===== src/rtl/fft_pkg.sv =====
// Shared definitions for the FFT data-memory bank controllers.
package fft_pkg;

    localparam int NUM_BANKS  = 16;
    localparam int BANK_SEL_W = 4;

    typedef enum logic {
        IDLE = 1'b0,
        LOAD = 1'b1
    } load_state_t;

endpackage


===== src/rtl/fft_bank_skew.sv =====
// Maps a linear sample index to its skewed bank and in-bank word address.
// Row r is rotated by the digit sum of r so column-wise reads land on distinct banks.
module fft_bank_skew
    import fft_pkg::*;
#(
    parameter int LOG2N = 8,
    localparam int ROW_W = LOG2N - 4
) (
    input  logic [LOG2N-1:0]      idx,
    output logic [BANK_SEL_W-1:0] bank_sel,
    output logic [ROW_W-1:0]      bank_addr
);

    logic [7:0]            row_pad;
    logic [BANK_SEL_W-1:0] skew;

    // Rows are at most 6 bits wide, so two base-16 digits cover every legal frame size.
    assign row_pad   = 8'(idx[LOG2N-1:4]);
    assign skew      = row_pad[3:0] + row_pad[7:4];
    assign bank_sel  = idx[3:0] + skew;
    assign bank_addr = idx[LOG2N-1:4];

endmodule


===== src/rtl/fft_bank_load_ctrl.sv =====
// Loads one N-point sample frame into the 16 FFT data banks through the bank demux.
// Holds the load FSM, the sample index counter and the registered demux outputs.
module fft_bank_load_ctrl
    import fft_pkg::*;
#(
    parameter int DATA_W = 32,
    parameter int LOG2N  = 8,
    localparam int ROW_W = LOG2N - 4
) (
    input  logic                  clk,
    input  logic                  rst_n,
    input  logic                  start,
    input  logic                  abort,
    input  logic                  in_valid,
    input  logic [DATA_W-1:0]     in_data,
    output logic                  in_ready,
    output logic [BANK_SEL_W-1:0] dmux_sel,
    output logic [DATA_W-1:0]     dmux_data,
    output logic                  wr_en,
    output logic [ROW_W-1:0]      bank_addr,
    output logic                  busy,
    output logic                  frame_done
);

    load_state_t           state_q;
    load_state_t           state_d;
    logic [LOG2N-1:0]      idx_q;
    logic                  accept;
    logic                  last_idx;
    logic [BANK_SEL_W-1:0] skew_sel;
    logic [ROW_W-1:0]      skew_addr;

    fft_bank_skew #(
        .LOG2N(LOG2N)
    ) u_skew (
        .idx      (idx_q),
        .bank_sel (skew_sel),
        .bank_addr(skew_addr)
    );

    assign last_idx = &idx_q;
    assign accept   = in_valid && in_ready;
    assign busy     = (state_q == LOAD);

    // in_ready depends only on state and abort so an abort can block the final beat.
    always_comb begin
        state_d  = state_q;
        in_ready = 1'b0;
        case (state_q)
            IDLE: begin
                if (start) begin
                    state_d = LOAD;
                end
            end
            LOAD: begin
                in_ready = !abort;
                if (abort) begin
                    state_d = IDLE;
                end else if (in_valid && last_idx) begin
                    state_d = IDLE;
                end
            end
        endcase
    end

    always_ff @(posedge clk or negedge rst_n) begin
        if (!rst_n) begin
            state_q <= IDLE;
            idx_q   <= '0;
        end else begin
            state_q <= state_d;
            if (state_q == IDLE && start) begin
                idx_q <= '0;
            end else if (accept) begin
                idx_q <= idx_q + LOG2N'(1);
            end
        end
    end

    // Select, address and data hold between writes; only the strobes return to zero.
    always_ff @(posedge clk or negedge rst_n) begin
        if (!rst_n) begin
            wr_en      <= 1'b0;
            frame_done <= 1'b0;
            dmux_sel   <= '0;
            bank_addr  <= '0;
            dmux_data  <= '0;
        end else begin
            wr_en      <= accept;
            frame_done <= accept && last_idx;
            if (accept) begin
                dmux_sel  <= skew_sel;
                bank_addr <= skew_addr;
                dmux_data <= in_data;
            end
        end
    end

endmodule

===== config.mk =====
export PLATFORM = sky130hd
export DESIGN_NAME = fft_bank_load_ctrl
export DESIGN_NICKNAME = d
export VERILOG_FILES = /design/src/rtl/fft_pkg.sv /design/src/rtl/fft_bank_skew.sv /design/src/rtl/fft_bank_load_ctrl.sv
export SDC_FILE = /design/constraint.sdc
export NUM_CORES = 1
export LEC_CHECK = 0
export ABC_AREA = 1
export CORE_ASPECT_RATIO = 1.2
export CORE_UTILIZATION = 47
export DETAILED_ROUTE_END_ITERATION = 10
export HOLD_SLACK_MARGIN = 0.06
export MAX_ROUTING_LAYER = met4
export PLACE_DENSITY = 0.93
export SLEW_MARGIN = 25
export SYNTH_ARGS = -nofsm -noshare
export SYNTH_HDL_FRONTEND = slang
export SYNTH_SLANG_ARGS = --single-unit

===== constraint.sdc =====
create_clock -name clk -period 3.1 [get_ports clk]
set_clock_uncertainty 0.1 [all_clocks]
set_input_delay 0.62 -clock clk [delete_from_list [all_inputs] [get_ports clk]]
set_output_delay 0.62 -clock clk [all_outputs]
set_load 0.02 [all_outputs]

==> impl_table.tex, run 1 <==
\begin{tabular}{lr}
\hline
Metric & Value \\
\hline
\multicolumn{2}{l}{\textbf{STA}} \\
\quad Post-route fraction of the period consumed by the critical path & 0.827 \\
\quad Slew at the pin closest to its max-slew limit & 651 ps \\
\quad Final critical path time including I/O delays and setup & 2560 ps \\
\quad Accumulated negative setup slack & 0 ps \\
\quad Fmax & 390 MHz \\
\quad Count of endpoints failing setup in the final report & 0 \\
\quad Final worst hold slack & 189 ps \\
\quad Post-layout worst setup margin & 536 ps \\
\quad Slew Limit Fails & 0 \\
\quad RSZ-0062 raised after global routing & false \\
\quad Final-report hold violation count & 0 \\
\quad Relative max-transition margin & 0.565 \\
\multicolumn{2}{l}{\textbf{Global routing}} \\
\quad Largest net degree at the start of global routing & 41 \\
\quad Vias in the first global route & 1891 \\
\quad First-pass GRT wire length & 8020 um \\
\quad GRT Residual Overflow & 0 \\
\quad Most used routing layer in global routing & met2 \\
\quad Fraction of met1 tracks used by global routing & 0.234 \\
\quad Total global routing track utilization & 0.214 \\
\quad GR Layer Usage met3 & 0.0361 \\
\quad Initial antenna violation count & 0 \\
\quad Global-route track usage on met2 & 0.376 \\
\multicolumn{2}{l}{\textbf{Route}} \\
\quad DRC marker count from the first detailed-route iteration & 71 \\
\quad DR vias/cell & 4.89 \\
\quad Total length of routed wires & 4860 um \\
\quad Post-route DRC violation count & 0 \\
\quad Number of nets with antenna violations after detailed routing & 0 \\
\quad Routed wire per std cell & 12.8 um \\
\quad Pre-antenna DRT Iters & 4 \\
\quad Vias after detailed routing & 1864 \\
\multicolumn{2}{l}{\textbf{Clock network}} \\
\quad Reg clk slew, reported paths & 90 ps \\
\quad H-tree Lvls & 2 \\
\quad Maximum clock insertion buffer count & 2 \\
\quad Clock Tree Root & sky130\_fd\_sc\_hd\_\_clkbuf\_8 \\
\quad Number of post-CTS setup repair buffers & 0 \\
\quad Clock sink total & 51 \\
\quad Inserted Clock Buffers & 5 \\
\quad Resize count post-CTS & 0 \\
\quad CTS Hold Bufs & 0 \\
\quad TritonCTS clock tree & done \\
\quad Clock network latency to the later pin of the worst-skew pair & 290 ps \\
\multicolumn{2}{l}{\textbf{Floorplan}} \\
\quad Top-Level Pins & 81 \\
\quad Floorplan die area & 4830 um2 \\
\quad Overall die width & 63.6 um \\
\quad Initial standard-cell utilization of the core & 0.495 \\
\quad Core ar. & 4330 um2 \\
\quad DIE HEIGHT & 76.0 um \\
\quad Std cell rows & 26 \\
\multicolumn{2}{l}{\textbf{Final layout}} \\
\quad Number of standard cells in the layout, taps in and fillers out & 381 \\
\quad Area Growth Syn to Fin & 44.4\% \\
\quad Number of nets in the finished design & 366 \\
\quad Antenna cell count & 0 \\
\quad Fraction of layout instances using a drive strength above 1 & 0.0585 \\
\quad Register Area & 1280 um2 \\
\quad Multi-input gate area & 782 um2 \\
\quad Filler Cell Count & 335 \\
\multicolumn{2}{l}{\textbf{Place}} \\
\quad Final weighted congestion of routability-driven global placement & 0.815 \\
\quad Worst-case setup slack after placement & 534 ps \\
\quad I/O Buffers & 80 \\
\quad Cells after DPL & 373 \\
\quad Post-DP HPWL & 3520 um \\
\multicolumn{2}{l}{\textbf{Logic synthesis}} \\
\quad Count of cell types in the netlist & 25 \\
\quad Post-Syn Nets & 286 \\
\quad Syn avg cell area & 8.78 um2 \\
\quad Sequential-to-total area share from yosys stat & 0.596 \\
\quad Proportion of netlist area held by the largest area contributor & 0.596 \\
\quad Number of warnings issued by yosys & 0 \\
\quad Library cell occupying the most area in the post-synthesis netlist & sky130\_fd\_sc\_hd\_\_dfrtp\_1 \\
\quad Cell with the most instances after synthesis & sky130\_fd\_sc\_hd\_\_nand2\_1 \\
\quad Count of flip-flops with a built-in enable after synthesis & 0 \\
\quad Number of storage elements in the synthesis netlist & 51 \\
\quad Main flop type after synthesis & sky130\_fd\_sc\_hd\_\_dfrtp\_1 \\
\quad Summed instance area of the synthesized netlist & 2140 um2 \\
\quad Share of synthesized flip-flops with an asynchronous set or reset & 1.00 \\
\quad Leading cell types by count after synthesis & sky130\_fd\_sc\_hd\_\_nand2\_1, sky130\_fd\_sc\_hd\_\_dfrtp\_1, sky130\_fd\_sc\_hd\_\_inv\_1 \\
\quad Gate Count Post-Synth & 244 \\
\quad Most area-consuming cells after synthesis & sky130\_fd\_sc\_hd\_\_dfrtp\_1, sky130\_fd\_sc\_hd\_\_nand2\_1, sky130\_fd\_sc\_hd\_\_ha\_1 \\
\multicolumn{2}{l}{\textbf{Critical path}} \\
\quad Critical Path Start & abort \\
\quad Startpoint class of the critical path & input pin \\
\quad Arrival time at the worst endpoint & 1840 ps \\
\quad Kind of capture point of the worst setup path & output port \\
\quad Cell type group with the largest total delay on the critical path & buffers and inverters \\
\quad Path type of the worst setup path & in2out \\
\quad Critical path's largest stage delay & 600 ps \\
\quad Worst-path cell chain & clkdlybuf4s50\_1 -> inv\_1 -> nand2\_1 -> inv\_1 -> clkdlybuf4s50\_1 \\
\quad Launch instance of the worst register-to-register path & busy \\
\quad CP Data Required Time & 2380 ps \\
\quad Critical-path maximum fanout & 2 \\
\quad CP Buf/Inv Count & 4 \\
\quad Slowest-stage cell, CP & sky130\_fd\_sc\_hd\_\_clkdlybuf4s50\_1 \\
\multicolumn{2}{l}{\textbf{Power and ir drop}} \\
\quad Peak VDD IR & 0.000490 V \\
\quad Leakage power & 1.55 nW \\
\quad P per Cell Area & 622 nW/um2 \\
\multicolumn{2}{l}{\textbf{Hold path}} \\
\quad Class of the tightest hold or removal check & in2async \\
\multicolumn{2}{l}{\textbf{Run}} \\
\quad Max cap viols & 0 \\
\multicolumn{2}{l}{\textbf{Outcome}} \\
\quad Status & complete, no violations \\
\hline
\end{tabular}
[cell families (layout without fill, tap and decap cells)]
group	Yosys count	in the layout	share of synthesized area
AOI/OAI and AO/OA	12	12	0.0292
DFF	51	51	0.596
xor gates and xnor gates	2	2	0.00818
buffers and inverters	20	101	0.0391
and+or+nand+nor	154	154	0.295
adders and majority gates	5	5	0.0327
[layout make-up]
class | count | share of cell area
well taps | 56 | 0.0227
flip-flops and latches | 51 | 0.413
multi-input cells | 173 | 0.253
clock buffers | 5 | 0.0222
repair buffers | 82 | 0.262
inverters | 11 | 0.0133
clock inverters | 3 | 0.0142
[worst reg2reg max path: stages, from the launching register on]
cell,delay [ps]
sky130_fd_sc_hd__dfrtp_1,440
sky130_fd_sc_hd__nand3_4,250
sky130_fd_sc_hd__inv_2,570
sky130_fd_sc_hd__nand2_1,110
sky130_fd_sc_hd__a21oi_1,160
[state kept, by name, summed over array words and instances (netlist names)]
name and cells:
dmux_sel 4, frame_done 1, idx_q 8, dmux_data 32, wr_en 1, busy 1, bank_addr 4
[metal layers]
metal	vias to the layer above	wire length, um
li1	908	-
met4	0	55
met2	70	2590
met3	8	234
met5	-	0
met1	878	1990
[stage by stage]
step / instance area [um2] / utilization / power, mW
after CTS: 3090 / 0.715 / 1.94
after detailed placement: 2980 / 0.689 / 1.48
after floorplan: 2140 / - / 1.14
after global routing: 3090 / 0.715 / 2.02
final: 3090 / 0.715 / 1.92
after global placement: 2980 / 0.689 / 1.46
[where the power goes]
group | switching [mW] | internal [mW] | leakage [nW]
clock network | 0.214 | 0.240 | 0.0581
logic | 0.313 | 0.296 | 0.836
registers | 0.0751 | 0.785 | 0.660
total | 0.602 | 1.32 | 1.55
[worst paths after layout]
| check | to | slack, ps | depth (start not counted) |
|---|---|---|---|
| min in group clk | dmux_sel[3] | 390 | 2 |
| setup / recovery | in_ready | 540 | 5 |
| max in group asynchronous | dmux_data[21] | 1950 | 2 |
| setup reg to reg | idx_q[2] | 1390 | 4 |
| hold reg to reg | dmux_sel[3] | 390 | 2 |
| hold / removal | bank_addr[3] | 190 | 1 |
[cells in the final DEF (no fill, tap or decap)]
| cell | instances |
|---|---|
| sky130_fd_sc_hd__a21oi_1 | 5 |
| sky130_fd_sc_hd__buf_2 | 1 |
| sky130_fd_sc_hd__buf_4 | 2 |
| sky130_fd_sc_hd__bufinv_16 | 1 |
| sky130_fd_sc_hd__clkbuf_8 | 5 |
| sky130_fd_sc_hd__clkdlybuf4s50_1 | 79 |
| sky130_fd_sc_hd__clkinv_2 | 1 |
| sky130_fd_sc_hd__clkinv_4 | 1 |
| sky130_fd_sc_hd__dfrtp_1 | 51 |
| sky130_fd_sc_hd__fa_1 | 1 |
| sky130_fd_sc_hd__ha_1 | 4 |
| sky130_fd_sc_hd__inv_1 | 10 |
| sky130_fd_sc_hd__inv_2 | 1 |
| sky130_fd_sc_hd__nand2_1 | 131 |
| sky130_fd_sc_hd__nand2_2 | 2 |
| sky130_fd_sc_hd__nand2b_1 | 1 |
| sky130_fd_sc_hd__nand3_1 | 7 |
| sky130_fd_sc_hd__nand3_4 | 1 |
| sky130_fd_sc_hd__nand4_1 | 1 |
| sky130_fd_sc_hd__nor2_1 | 6 |
| sky130_fd_sc_hd__nor2_2 | 1 |
| sky130_fd_sc_hd__nor2_4 | 2 |
| sky130_fd_sc_hd__nor3_1 | 1 |
| sky130_fd_sc_hd__o21ai_0 | 1 |
| sky130_fd_sc_hd__o21ai_1 | 5 |
| sky130_fd_sc_hd__o31ai_1 | 1 |
| sky130_fd_sc_hd__or2_2 | 1 |
| sky130_fd_sc_hd__xnor2_1 | 1 |
| sky130_fd_sc_hd__xor2_1 | 1 |
(Power assumes the default switching activity.)
==> inputs of run 2 (changes only) <==
--- a/config.mk
+++ b/config.mk
@@ -7,11 +7,11 @@
 export LEC_CHECK = 0
 export ABC_AREA = 1
 export CORE_ASPECT_RATIO = 1.2
-export CORE_UTILIZATION = 47
+export CORE_UTILIZATION = 39
 export DETAILED_ROUTE_END_ITERATION = 10
 export HOLD_SLACK_MARGIN = 0.06
 export MAX_ROUTING_LAYER = met4
-export PLACE_DENSITY = 0.93
+export PLACE_DENSITY = 0.83
 export SLEW_MARGIN = 25
 export SYNTH_ARGS = -nofsm -noshare
 export SYNTH_HDL_FRONTEND = slang
==> constraint.sdc (replaced) <==
create_clock -name clk -period 2.3 [get_ports clk]
set_clock_uncertainty 0.1 [all_clocks]
set_input_delay 0.46 -clock clk [delete_from_list [all_inputs] [get_ports clk]]
set_output_delay 0.46 -clock clk [all_outputs]
set_load 0.02 [all_outputs]
==> impl_table.tex, run 2 (synthesis gave the netlist of run 1 again) <==
\begin{tabular}{lr}
\hline
Metric & Value \\
\hline
\multicolumn{2}{l}{\textbf{Final layout}} \\
\quad Registers with the highest flip-flop counts & dmux\_data (32), idx\_q (8) (unchanged) \\
\quad Commonest non-fill, non-tap cell in the layout & sky130\_fd\_sc\_hd\_\_nand2\_1 (unchanged) \\
\quad Post-Route Utilization & 0.597 (was 0.715) \\
\quad Register bank with the most flops & dmux\_data (unchanged) \\
\quad Fraction of layout instances using a drive strength above 1 & 0.0727 (was 0.0585) \\
\quad Multi-input gate area & 782 um2 (unchanged) \\
\quad Area Growth Syn to Fin & 47.7\% (was 44.4\%) \\
\quad Post-route cell area & 3160 um2 (was 3090 um2) \\
\quad Most frequent cells in the layout & sky130\_fd\_sc\_hd\_\_nand2\_1, sky130\_fd\_sc\_hd\_\_clkdlybuf4s50\_1, sky130\_fd\_sc\_hd\_\_dfrtp\_1, sky130\_fd\_sc\_hd\_\_inv\_1, sky130\_fd\_sc\_hd\_\_nand3\_1 (unchanged) \\
\quad Register Area & 1280 um2 (unchanged) \\
\quad Number of nets in the finished design & 371 (was 366) \\
\quad Antenna cell count & 0 (unchanged) \\
\quad Filler Cell Count & 486 (was 335) \\
\quad Number of flip-flops in the largest register & 32 (unchanged) \\
\multicolumn{2}{l}{\textbf{Critical path}} \\
\quad Depth of the worst register-to-register path & 4 (unchanged) \\
\quad Critical Path Start & abort (unchanged) \\
\quad Critical-path maximum fanout & 2 (unchanged) \\
\quad Crit Reg-Reg Endpoint & dmux\_sel[2] (was idx\_q[2]) \\
\quad Worst-path cell chain & clkdlybuf4s50\_1 -> inv\_1 -> nand2\_1 -> inv\_1 -> clkdlybuf4s50\_1 (unchanged) \\
\quad Path type of the worst setup path & in2out (unchanged) \\
\quad CP Buf/Inv Count & 4 (unchanged) \\
\quad Register-to-register setup slack & 750 ps (was 1390 ps) \\
\quad Critical path's largest stage delay & 600 ps (about the same) \\
\quad Launch instance of the worst register-to-register path & idx\_q[4] (was busy) \\
\quad Startpoint class of the critical path & input pin (unchanged) \\
\quad Stages on worst setup path & 5 (unchanged) \\
\quad Cell type group with the largest total delay on the critical path & buffers and inverters (unchanged) \\
\quad End of the critical path & in\_ready (unchanged) \\
\quad Slowest-stage cell, CP & sky130\_fd\_sc\_hd\_\_clkdlybuf4s50\_1 (unchanged) \\
\quad Arrival time at the worst endpoint & 1630 ps (was 1840 ps) \\
\quad CP Data Required Time & 1740 ps (was 2380 ps) \\
\quad Kind of capture point of the worst setup path & output port (unchanged) \\
\multicolumn{2}{l}{\textbf{Route}} \\
\quad Total length of routed wires & 4600 um (was 4860 um) \\
\quad Post-route DRC violation count & 0 (unchanged) \\
\quad DRC marker count from the first detailed-route iteration & 99 (was 71) \\
\quad Pre-antenna DRT Iters & 4 (unchanged) \\
\quad Routed wire per std cell & 11.7 um (was 12.8 um) \\
\quad Number of nets with antenna violations after detailed routing & 0 (unchanged) \\
\quad DR vias/cell & 4.64 (was 4.89) \\
\quad Vias after detailed routing & 1820 (was 1864) \\
\multicolumn{2}{l}{\textbf{Hold path}} \\
\quad Class of the tightest hold or removal check & in2async (unchanged) \\
\multicolumn{2}{l}{\textbf{Power and ir drop}} \\
\quad Sequential group share of total power & 0.445 (was 0.447) \\
\quad Peak VDD IR & 0.000483 V (was 0.000490 V) \\
\quad P per Cell Area & 819 nW/um2 (was 622 nW/um2) \\
\quad Clock power frac & 0.235 (was 0.236) \\
\quad Leakage power & 1.59 nW (was 1.55 nW) \\
\quad Combinational group share of total power & 0.319 (was 0.317) \\
\quad Total Power & 2.59 mW (was 1.92 mW) \\
\quad Design internal power & 1.79 mW (was 1.32 mW) \\
\quad Switching share of total power & 0.308 (was 0.313) \\
\quad Switching component of the power & 0.797 mW (was 0.602 mW) \\
\multicolumn{2}{l}{\textbf{Global routing}} \\
\quad Largest net degree at the start of global routing & 31 (was 41) \\
\quad First-pass GRT wire length & 8360 um (was 8020 um) \\
\quad Initial antenna violation count & 0 (unchanged) \\
\quad Total global routing track utilization & 0.186 (was 0.214) \\
\quad GRT Residual Overflow & 0 (unchanged) \\
\quad Vias in the first global route & 1857 (was 1891) \\
\multicolumn{2}{l}{\textbf{Clock network}} \\
\quad Clock sink total & 51 (unchanged) \\
\quad Maximum clock insertion buffer count & 2 (unchanged) \\
\quad Reg clk slew, reported paths & 90 ps (about the same) \\
\quad CTS Hold Bufs & 0 (unchanged) \\
\quad Clock Tree Root & sky130\_fd\_sc\_hd\_\_clkbuf\_8 (unchanged) \\
\quad TritonCTS clock tree & done (unchanged) \\
\quad Resize count post-CTS & 0 (unchanged) \\
\quad H-tree Lvls & 2 (unchanged) \\
\quad Number of post-CTS setup repair buffers & 0 (unchanged) \\
\quad Inserted Clock Buffers & 5 (unchanged) \\
\quad Clock network latency to the later pin of the worst-skew pair & 300 ps (was 290 ps) \\
\multicolumn{2}{l}{\textbf{Floorplan}} \\
\quad Overall die width & 69.7 um (was 63.6 um) \\
\quad Core ar. & 5300 um2 (was 4330 um2) \\
\quad Initial standard-cell utilization of the core & 0.404 (was 0.495) \\
\quad DIE HEIGHT & 83.2 um (was 76.0 um) \\
\quad Std cell rows & 29 (was 26) \\
\quad Top-Level Pins & 81 (unchanged) \\
\quad Floorplan die area & 5790 um2 (was 4830 um2) \\
\multicolumn{2}{l}{\textbf{STA}} \\
\quad Post-layout worst setup margin & 105 ps (was 536 ps) \\
\quad RSZ-0062 raised after global routing & false (unchanged) \\
\quad Fmax & 456 MHz \\
\quad Slew Limit Fails & 0 (unchanged) \\
\quad Relative max-transition margin & 0.540 (was 0.565) \\
\quad Accumulated negative setup slack & 0 ps (unchanged) \\
\quad Post-route fraction of the period consumed by the critical path & 0.954 \\
\quad Final-report hold violation count & 0 (unchanged) \\
\quad Slew at the pin closest to its max-slew limit & 690 ps (was 651 ps) \\
\quad Count of endpoints failing setup in the final report & 0 (unchanged) \\
\quad Final critical path time including I/O delays and setup & 2190 ps \\
\multicolumn{2}{l}{\textbf{Place}} \\
\quad Worst-case setup slack after placement & 105 ps (was 534 ps) \\
\quad Post-DP HPWL & 3420 um (was 3520 um) \\
\quad Final weighted congestion of routability-driven global placement & 0.823 (was 0.815) \\
\quad I/O Buffers & 80 (unchanged) \\
\quad Placed cell area & 3050 um2 (was 2980 um2) \\
\multicolumn{2}{l}{\textbf{Outcome}} \\
\quad Status & complete, no violations (unchanged) \\
\multicolumn{2}{l}{\textbf{Run}} \\
\quad Max cap viols & 0 (unchanged) \\
\hline
\end{tabular}
## run 2: changes by cell type in the layout (fill, tap and decap cells not counted)
cell                     delta
sky130_fd_sc_hd__buf_4      +3
sky130_fd_sc_hd__buf_12     +2
## run 2: cell type report
| class | count | area share |
|---|---|---|
| flip-flops and latches | 51 | 0.403 |
| clock inverters | 3 | 0.0138 |
| clock buffers | 5 | 0.0218 |
| repair buffers | 87 | 0.276 |
| multi-input cells | 173 | 0.247 |
| inverters | 11 | 0.0131 |
| well taps | 62 | 0.0245 |
## run 2: through the flow
stage | hold slack (ps) | instances
finish | 95.8 | 392
global route | 127 | 392
CTS | 112 | 392
detailed placement | 365 | 384
global placement | 363 | 384
floorplan | 64.4 | 244
## run 2: how the worst min path moves through the flow
stage / from / end / slack, ps / depth (start not counted)
final: rst_n / dmux_sel[3] / 100 / 1
after floorplan: rst_n / bank_addr[0] / 60 / 0
after CTS: rst_n / dmux_sel[3] / 110 / 1
after detailed placement: dmux_data[0] / dmux_data[0] / 360 / 2
after global routing: rst_n / dmux_sel[3] / 130 / 1
after global placement: dmux_data[27] / dmux_data[27] / 360 / 2
## run 2: routing by layer
| metal | routed length [um] | global-route usage |
|---|---|---|
| met1 | 1990 | 0.213 |
| met3 | 229 | 0.0449 |
| met5 | 0 | - |
| met2 | 2360 | 0.321 |
| met4 | 26 | 0.0600 |
## run 2: power groups by stage
stage / Clock, mW / Combinational (mW) / Sequential (mW)
floorplan: 0 / 0.179 / 1.36
global placement: 0 / 0.820 / 1.17
detailed placement: 0 / 0.837 / 1.17
CTS: 0.639 / 0.840 / 1.16
global route: 0.679 / 0.896 / 1.18
finish: 0.610 / 0.827 / 1.15
## run 2: worst register-to-register path, stage by stage (launching register included)
cell and delay [ps]:
sky130_fd_sc_hd__dfrtp_1 460, sky130_fd_sc_hd__ha_1 240, sky130_fd_sc_hd__fa_1 380, sky130_fd_sc_hd__xnor2_1 170, sky130_fd_sc_hd__o21ai_1 80
==> inputs of run 3 (changes only) <==
--- a/config.mk
+++ b/config.mk
@@ -6,9 +6,10 @@
 export NUM_CORES = 1
 export LEC_CHECK = 0
 export ABC_AREA = 1
-export CORE_ASPECT_RATIO = 1.2
+export CORE_ASPECT_RATIO = 1.4
 export CORE_UTILIZATION = 39
 export DETAILED_ROUTE_END_ITERATION = 10
+export GPL_ROUTABILITY_DRIVEN = 0
 export HOLD_SLACK_MARGIN = 0.06
 export MAX_ROUTING_LAYER = met4
 export PLACE_DENSITY = 0.83
==> impl_table.tex, run 3 (synthesis gave the netlist of run 1 again) <==
\begin{tabular}{lr}
\hline
Metric & Value \\
\hline
\multicolumn{2}{l}{\textbf{Outcome}} \\
\quad Status & complete, no violations (unchanged) \\
\multicolumn{2}{l}{\textbf{STA}} \\
\quad Slew Limit Fails & 0 (unchanged) \\
\quad Accumulated negative setup slack & 0 ps (unchanged) \\
\quad Fmax & 454 MHz (was 456 MHz) \\
\quad Final critical path time including I/O delays and setup & 2200 ps (was 2190 ps) \\
\quad Post-route fraction of the period consumed by the critical path & 0.958 (was 0.954) \\
\quad Final-report hold violation count & 0 (unchanged) \\
\quad RSZ-0062 raised after global routing & false (unchanged) \\
\quad Relative max-transition margin & 0.635 (was 0.540) \\
\quad Slew at the pin closest to its max-slew limit & 548 ps (was 690 ps) \\
\quad Final worst hold slack & 384 ps (was 95.8 ps) \\
\quad Count of endpoints failing setup in the final report & 0 (unchanged) \\
\multicolumn{2}{l}{\textbf{Critical path}} \\
\quad Crit Reg-Reg Endpoint & dmux\_sel[2] (unchanged) \\
\quad Depth of the worst register-to-register path & 4 (unchanged) \\
\quad Path type of the worst setup path & in2out (unchanged) \\
\quad Register-to-register setup slack & 790 ps (was 750 ps) \\
\quad Critical-path maximum fanout & 2 (unchanged) \\
\quad End of the critical path & in\_ready (unchanged) \\
\quad Kind of capture point of the worst setup path & output port (unchanged) \\
\quad Startpoint class of the critical path & input pin (unchanged) \\
\quad Arrival time at the worst endpoint & 1640 ps (was 1630 ps) \\
\quad CP Buf/Inv Count & 4 (unchanged) \\
\quad Cell type group with the largest total delay on the critical path & buffers and inverters (unchanged) \\
\quad Slowest-stage cell, CP & sky130\_fd\_sc\_hd\_\_clkdlybuf4s50\_1 (unchanged) \\
\quad Launch instance of the worst register-to-register path & idx\_q[4] (unchanged) \\
\quad CP Data Required Time & 1740 ps (about the same) \\
\quad Worst-path cell chain & clkdlybuf4s50\_1 -> inv\_1 -> nand2\_1 -> inv\_1 -> clkdlybuf4s50\_1 (unchanged) \\
\quad Stages on worst setup path & 5 (unchanged) \\
\quad Critical path's largest stage delay & 600 ps (about the same) \\
\quad Critical Path Start & abort (unchanged) \\
\multicolumn{2}{l}{\textbf{Route}} \\
\quad Post-route DRC violation count & 0 (unchanged) \\
\quad DR vias/cell & 4.63 (was 4.64) \\
\quad Total length of routed wires & 4630 um (was 4600 um) \\
\quad Pre-antenna DRT Iters & 4 (unchanged) \\
\quad Routed wire per std cell & 11.7 um (about the same) \\
\quad Vias after detailed routing & 1824 (was 1820) \\
\quad DRC marker count from the first detailed-route iteration & 57 (was 99) \\
\quad Number of nets with antenna violations after detailed routing & 0 (unchanged) \\
\multicolumn{2}{l}{\textbf{Clock network}} \\
\quad Resize count post-CTS & 0 (unchanged) \\
\quad Number of post-CTS setup repair buffers & 0 (unchanged) \\
\quad Clock network latency to the later pin of the worst-skew pair & 290 ps (was 300 ps) \\
\quad Inserted Clock Buffers & 5 (unchanged) \\
\quad Clock sink total & 51 (unchanged) \\
\quad H-tree Lvls & 2 (unchanged) \\
\quad TritonCTS clock tree & done (unchanged) \\
\quad Clock Tree Root & sky130\_fd\_sc\_hd\_\_clkbuf\_8 (unchanged) \\
\quad Reg clk slew, reported paths & 80 ps (was 90 ps) \\
\quad CTS Hold Bufs & 1 (was 0) \\
\quad Maximum clock insertion buffer count & 2 (unchanged) \\
\multicolumn{2}{l}{\textbf{Global routing}} \\
\quad Largest net degree at the start of global routing & 38 (was 31) \\
\quad Initial antenna violation count & 0 (unchanged) \\
\quad Vias in the first global route & 1807 (was 1857) \\
\quad First-pass GRT wire length & 7870 um (was 8360 um) \\
\quad Total global routing track utilization & 0.181 (was 0.186) \\
\quad GRT Residual Overflow & 0 (unchanged) \\
\multicolumn{2}{l}{\textbf{Final layout}} \\
\quad Commonest non-fill, non-tap cell in the layout & sky130\_fd\_sc\_hd\_\_nand2\_1 (unchanged) \\
\quad Number of nets in the finished design & 370 (was 371) \\
\quad Register Area & 1280 um2 (unchanged) \\
\quad Filler Cell Count & 468 (was 486) \\
\quad Antenna cell count & 0 (unchanged) \\
\quad Registers with the highest flip-flop counts & dmux\_data (32), idx\_q (8) (unchanged) \\
\quad Multi-input gate area & 782 um2 (unchanged) \\
\quad Most frequent cells in the layout & sky130\_fd\_sc\_hd\_\_nand2\_1, sky130\_fd\_sc\_hd\_\_clkdlybuf4s50\_1, sky130\_fd\_sc\_hd\_\_dfrtp\_1, sky130\_fd\_sc\_hd\_\_inv\_1, sky130\_fd\_sc\_hd\_\_nand3\_1 (unchanged) \\
\quad Fraction of layout instances using a drive strength above 1 & 0.0640 (was 0.0727) \\
\quad Post-Route Utilization & 0.599 (was 0.597) \\
\quad Area Growth Syn to Fin & 46.5\% (was 47.7\%) \\
\quad Register bank with the most flops & dmux\_data (unchanged) \\
\quad Number of flip-flops in the largest register & 32 (unchanged) \\
\multicolumn{2}{l}{\textbf{Place}} \\
\quad I/O Buffers & 80 (unchanged) \\
\quad Post-DP HPWL & 3410 um (was 3420 um) \\
\multicolumn{2}{l}{\textbf{Floorplan}} \\
\quad Overall die width & 64.6 um (was 69.7 um) \\
\quad DIE HEIGHT & 89.7 um (was 83.2 um) \\
\quad Core ar. & 5240 um2 (was 5300 um2) \\
\quad Initial standard-cell utilization of the core & 0.409 (was 0.404) \\
\quad Floorplan die area & 5800 um2 (was 5790 um2) \\
\quad Top-Level Pins & 81 (unchanged) \\
\quad Std cell rows & 31 (was 29) \\
\multicolumn{2}{l}{\textbf{Power and ir drop}} \\
\quad P per Cell Area & 790 nW/um2 (was 819 nW/um2) \\
\quad Peak VDD IR & 0.000438 V (was 0.000483 V) \\
\quad Leakage power & 1.57 nW (was 1.59 nW) \\
\multicolumn{2}{l}{\textbf{Run}} \\
\quad Max cap viols & 0 (unchanged) \\
\multicolumn{2}{l}{\textbf{Hold path}} \\
\quad Class of the tightest hold or removal check & reg2reg (was in2async) \\
\hline
\end{tabular}
-- run 3: cell count changes in the layout (fill, tap and decap cells not counted) --
| cell | previous run | this run |
|---|---|---|
| sky130_fd_sc_hd__buf_4 | 5 | 3 |
| sky130_fd_sc_hd__bufinv_16 | 1 | 0 |
| sky130_fd_sc_hd__clkbuf_8 | 5 | 6 |
| sky130_fd_sc_hd__clkinv_4 | 1 | 0 |
| sky130_fd_sc_hd__dlygate4sd3_1 | 0 | 1 |
-- run 3: stage by stage --
stage	total power, mW	instance area (um2)	worst slack, ps	cells
after floorplan	1.54	2140	891	244
after global placement	1.98	3040	82.3	386
after detailed placement	2.01	3040	92.3	386
after CTS	2.51	3140	83.0	394
after global routing	2.64	3140	23.4	394
final	2.48	3140	97.6	394
-- run 3: final cells by class --
| type | count | area share |
|---|---|---|
| inverters | 11 | 0.0132 |
| well taps | 66 | 0.0263 |
| multi-input cells | 173 | 0.249 |
| clock buffers | 6 | 0.0263 |
| clock inverters | 1 | 0.00159 |
| repair buffers | 86 | 0.277 |
| flip-flops and latches | 51 | 0.407 |
-- run 3: worst min-delay path by stage --
stage             startpoint            end  depth (start not counted)
2_1_floorplan          rst_n   bank_addr[0]                          0
3_3_place_gp   dmux_data[10]  dmux_data[10]                          2
3_5_place_dp   dmux_data[20]  dmux_data[20]                          2
4_1_cts        dmux_data[30]  dmux_data[30]                          2
5_1_grt        dmux_data[30]  dmux_data[30]                          2
6_report         dmux_sel[3]    dmux_sel[3]                          2
-- run 3: report_power, final --
part	total, mW	internal, mW	switching [mW]
clock	0.498	0.236	0.262
combinational	0.831	0.409	0.422
sequential	1.15	1.06	0.0935
total	2.48	1.70	0.777
-- run 3: tightest hold or removal path, delay by kind of cell, from the launching register on --
kind	cells	cell delay [ps]
DFF	1	350
and+or+nand+nor	2	100
-- run 3: layer usage --
layer / vias up / track usage / part of all wire
li1: 911 / - / -
met1: 860 / 0.199 / 0.42
met2: 47 / 0.329 / 0.52
met3: 6 / 0.0328 / 0.041
met4: 0 / 0.0626 / 0.013
met5: - / - / 0
